## config.mk

```make
export PLATFORM = sky130hd
export DESIGN_NAME = layer2_skid_buffer
export DESIGN_NICKNAME = d
export VERILOG_FILES = /design/src/rtl/layer2_skid_buffer.sv
export SDC_FILE = /design/constraint.sdc
export NUM_CORES = 1
export LEC_CHECK = 0
export BUFFER_PORTS_ARGS = -buffer_cell sky130_fd_sc_hd__buf_2
export CAP_MARGIN = 20
export CORE_ASPECT_RATIO = 1.25
export CORE_MARGIN = 1
export CORE_UTILIZATION = 52
export DETAILED_ROUTE_END_ITERATION = 6
export GPL_TIMING_DRIVEN = 0
export PLACE_DENSITY = 0.83
export SLEW_MARGIN = 15
export SYNTH_ARGS = -nofsm -noshare
export SYNTH_HDL_FRONTEND = slang
export SYNTH_SLANG_ARGS = --single-unit
export TNS_END_PERCENT = 5
```

## constraint.sdc

```tcl
create_clock -name clk -period 1.7 [get_ports clk]
set_input_delay 0.085 -clock clk [delete_from_list [all_inputs] [get_ports clk]]
set_output_delay 0.085 -clock clk [all_outputs]
set_load 0.02 [all_outputs]
```

## src/rtl/layer2_skid_buffer.sv

```systemverilog
// layer2_skid_buffer: two-entry valid/ready skid buffer between the
// combinational layer-2 neuron outputs and the layer-3 neuron inputs.
//
// Ports:
//   clk        rising-edge clock
//   rst        asynchronous active-high reset
//   s_valid    upstream vector valid
//   s_ready    registered accept flag (no combinational path from m_ready)
//   s_data     layer-2 outputs, bit i = neuron i
//   m_valid    downstream vector valid
//   m_ready    layer-3 accepts m_data
//   m_data     registered vector to layer 3
//   stall_cnt  saturating count of m_valid && !m_ready cycles
//              (present only with LAYER2_STALL_CNT_EN defined)
//
// Optional feature macro: LAYER2_STALL_CNT_EN
module layer2_skid_buffer #(
    parameter int OUT_WIDTH = 16
) (
    input  logic                 clk,
    input  logic                 rst,
    input  logic                 s_valid,
    output logic                 s_ready,
    input  logic [OUT_WIDTH-1:0] s_data,
    output logic                 m_valid,
    input  logic                 m_ready,
    output logic [OUT_WIDTH-1:0] m_data
`ifdef LAYER2_STALL_CNT_EN
    ,
    output logic [15:0]          stall_cnt
`endif
);

    typedef enum logic [1:0] {
        EMPTY = 2'd0,
        ONE   = 2'd1,
        TWO   = 2'd2
    } state_t;

    state_t               state;
    state_t               state_nxt;
    logic [OUT_WIDTH-1:0] main_q;
    logic [OUT_WIDTH-1:0] main_nxt;
    logic [OUT_WIDTH-1:0] skid_q;
    logic [OUT_WIDTH-1:0] skid_nxt;
    logic                 s_ready_nxt;
    logic                 xfer_in;
    logic                 xfer_out;

    assign m_valid  = (state != EMPTY);
    assign m_data   = main_q;
    assign xfer_in  = s_valid && s_ready;
    assign xfer_out = m_valid && m_ready;

    always_comb begin
        state_nxt = state;
        main_nxt  = main_q;
        skid_nxt  = skid_q;
        unique case (state)
            EMPTY: begin
                if (xfer_in) begin
                    state_nxt = ONE;
                    main_nxt  = s_data;
                end
            end
            ONE: begin
                if (xfer_in && !xfer_out) begin
                    state_nxt = TWO;
                    skid_nxt  = s_data;
                end else if (xfer_in && xfer_out) begin
                    main_nxt  = s_data;
                end else if (xfer_out) begin
                    state_nxt = EMPTY;
                end
            end
            TWO: begin
                if (xfer_out) begin
                    state_nxt = ONE;
                    main_nxt  = skid_q;
                end
            end
            default: begin
                state_nxt = EMPTY;
            end
        endcase
        // Ready is registered from the next state so that it never
        // depends combinationally on m_ready.
        s_ready_nxt = (state_nxt != TWO);
    end

    always_ff @(posedge clk or posedge rst) begin
        if (rst) begin
            state   <= EMPTY;
            main_q  <= '0;
            skid_q  <= '0;
            s_ready <= 1'b0;
        end else begin
            state   <= state_nxt;
            main_q  <= main_nxt;
            skid_q  <= skid_nxt;
            s_ready <= s_ready_nxt;
        end
    end

`ifdef LAYER2_STALL_CNT_EN
    always_ff @(posedge clk or posedge rst) begin
        if (rst) begin
            stall_cnt <= '0;
        end else if (m_valid && !m_ready && (stall_cnt != 16'hFFFF)) begin
            stall_cnt <= stall_cnt + 16'd1;
        end
    end
`endif

endmodule

```

==> flow_summary.json <==
{
  "ys_seq_area_share_pct": 57.14,
  "drtAntennaViolNets": 0,
  "hold_depth": 2,
  "die_area_sq_um": 3170,
  "htree_levels": 2,
  "wl_met1_mm": 1.348,
  "rrSetupSlack_ns": 0.12,
  "reg2regPathDepth": 4,
  "rsz0062_at_grt": "no",
  "syn_area_sq_um": 1533,
  "drive_gt1_share_pct": 46.63,
  "pwr-share-comb_pct": 42.0,
  "grt_overflow": 0,
  "crit_path_max_incr_delay_ns": 0.44,
  "endpoint_kind": "register",
  "cp-start-kind": "register",
  "holdCritStartpoint": "s_data[4]",
  "diodes": 0,
  "clkSlewWorstSetupHoldPaths_ns": 0.10,
  "fin_crit_sh_pct": 93.08,
  "drt_iter0_markers": 24,
  "powerDensity_nw_per_um2": 1695,
  "worst_pin_slew_ns": 0.7292,
  "switching_power_w": 0.001195,
  "critPathBufInv": 1,
  "fp.dieH_um": 62.70,
  "async_flop_share_pct": 100.0,
  "seq_area_sq_um": 875.8,
  "grt_first_pass_wirelength_mm": 5.637,
  "placedInstanceArea_sq_um": 1760,
  "vias": 1101,
  "rows": 21,
  "post_cts_buffers": 0,
  "synthFlopType": "dfrtp_1",
  "synth-edff-count": 0,
  "synth_cell_type_count": 24,
  "syn2layout_area_growth_pct": 27.02,
  "multi_input_area_sq_um": 590.6,
  "worstSetupPathType": "reg2reg",
  "hpwlAfterDp_mm": 2.154,
  "cts_root_buffer": "clkbuf_4",
  "wl_met3_um": 121,
  "grt_usage_pct": 24.07,
  "rr_startpoint": "state[1]",
  "drc": 0,
  "timing.rr.end": "skid_q[0]",
  "highest_layer": "met4",
  "grt_start_max_net_pins": 36,
  "core_area_sq_um": 2733,
  "first_pass_iters": 5,
  "cts_tree": "yes",
  "numPortBuffers": 37,
  "power.leakage_nw": 0.8436,
  "slew_headroom_pct": 51.32,
  "final.setup.tns_ns": 0,
  "outcome": "complete, no violations",
  "cp_cell_sequence": "nand3b_4, nor2_4, buf_4, mux2_2",
  "ys_ff_latch": 35,
  "final_nets": 183,
  "initial_core_util_pct": 56.09,
  "grt_pass1_vias": 1195,
  "power_w": 0.003299,
  "synth_nets": 126,
  "cp_top_family": "flip-flops",
  "clockPowerShare_pct": 13.7,
  "vias_per_cell": 5.589,
  "instances_no_fill": 197,
  "critPathRequiredTime_ns": 1.92,
  "stdcell_area_sq_um": 1947,
  "skew_ns": 0.006945,
  "finalHoldViolations": 0,
  "cts_buffers": 5,
  "fin_ws_ns": 0.1176,
  "met2_length_mm": 1.621,
  "cts_hold_buffers": 13,
  "clk_path_buf_depth": 2,
  "slowest_stage": "dfrtp_1",
  "swShare_pct": 36.24,
  "cts.sinks": 35,
  "whs_endpoint": "skid_q[4]",
  "ys_warn_count": 0,
  "path_max_fanout": 10,
  "synthCells": 106,
  "cts_resized": 0,
  "final-max-slew-violation-count": 0,
  "place_congestion": 0.6988,
  "worstPathArrival_ns": 1.80,
  "pre_cts_ws_ns": 0.1319,
  "setup_viol": 0,
  "fillCellCount": 204,
  "syn_area_per_cell_sq_um": 14.46,
  "dpl.cell_count": 177,
  "period_needed_ns": 1.582,
  "io_pins": 38,
  "antenna_found_initial": 0,
  "wl_mm": 3.157,
  "wl_per_cell_um": 16.03,
  "ir_drop_mv": 0.8710,
  "die_x_um": 50.56,
  "p_int_w": 0.002104,
  "holdCritPathClass": "in2reg",
  "cap_violations": 0,
  "seqPwrFrac_pct": 44.2,
  "clock_latency_ns": 0.33,
  "clock.fmax_ghz": 0.6320
}
==> registers in the layout (all words and copies together) (netlist names) <==
| signal | count |
|---|---|
| m_data | 16 |
| state | 2 |
| s_ready | 1 |
| skid_q | 16 |
==> per-stage QoR <==
step	utilization (%)	hold slack [ns]
after detailed placement	64.42	0.2534
final	71.25	0.01170
after floorplan	-	0.2131
after global routing	71.25	0.005670
after global placement	64.42	0.3205
after CTS	71.25	0.001883
==> cell type report <==
cell class	instances	share of cell area [%]
clock inverters	1	0.2571
flip-flops and latches	35	44.99
well taps	34	2.185
inverters	2	0.3856
repair buffers	50	16.20
clock buffers	6	2.635
plain buffers	7	3.021
multi-input cells	62	30.33
==> metal layers <==
metal,global-route usage (%),up-vias
met5,0,-
met4,10.07,0
met3,5.839,6
met2,38.83,32
met1,30.56,546
li1,-,517
==> cells in the mapped netlist (2+ instances only) <==
| cell type | instances | area share (%) |
|---|---|---|
| dfrtp_1 | 35 | 57 |
| o21a_1 | 16 | 7.8 |
| mux2_2 | 12 | 8.8 |
| o32a_1 | 9 | 5.9 |
| o32a_2 | 7 | 5.1 |
| mux2_1 | 4 | 2.9 |
| buf_4 | 3 | 1.5 |
| buf_2 | 2 | 0.65 |
| inv_1 | 2 | 0.49 |
| nand2_1 | 2 | 0.49 |
==> cell usage in the layout, fill, tap and decap left out, drive strengths merged <==
master and instances:
o22ai 1, a21o 1, mux2 16, mux2i 1, or2b 1, clkbuf 6
nor2b 1, dlygate4sd3 13, o21a 16, clkinv 1, nor2 1, buf 44
nand2 2, nand3b 2, dfrtp 35, or2 1, o21ai 2, inv 2
nand2b 1, o32a 16
==> power groups by stage <==
stage / registers [W] / logic (W) / clock network [W]
finish: 0.00146 / 0.00139 / 0.000453
global route: 0.00152 / 0.00150 / 0.000500
CTS: 0.00146 / 0.00140 / 0.000467
detailed placement: 0.00148 / 0.00138 / 0
global placement: 0.00144 / 0.00133 / 0
floorplan: 0.00168 / 0.000757 / 0
==> logic make-up (layout without fill, tap and decap cells) <==
kind of cell / count (synthesis) / after routing / share of synthesized area, %
mux: 17 / 17 / 12.41
simple gates: 9 / 9 / 4.981
compound gates: 36 / 36 / 21.14
flops: 35 / 35 / 57.14
buf+inv: 9 / 66 / 4.326
==> how the worst max path moves through the flow <==
stage	start	end	slack, ns	depth (start not counted)
2_1_floorplan	s_ready	skid_q[0]	0.26	4
5_1_grt	state[1]	skid_q[7]	0.03	4
3_3_place_gp	state[1]	skid_q[0]	0.15	4
6_report	state[1]	skid_q[0]	0.12	4
4_1_cts	state[1]	skid_q[4]	0.11	4
3_5_place_dp	state[1]	skid_q[4]	0.13	4
(Power assumes the default switching activity.)
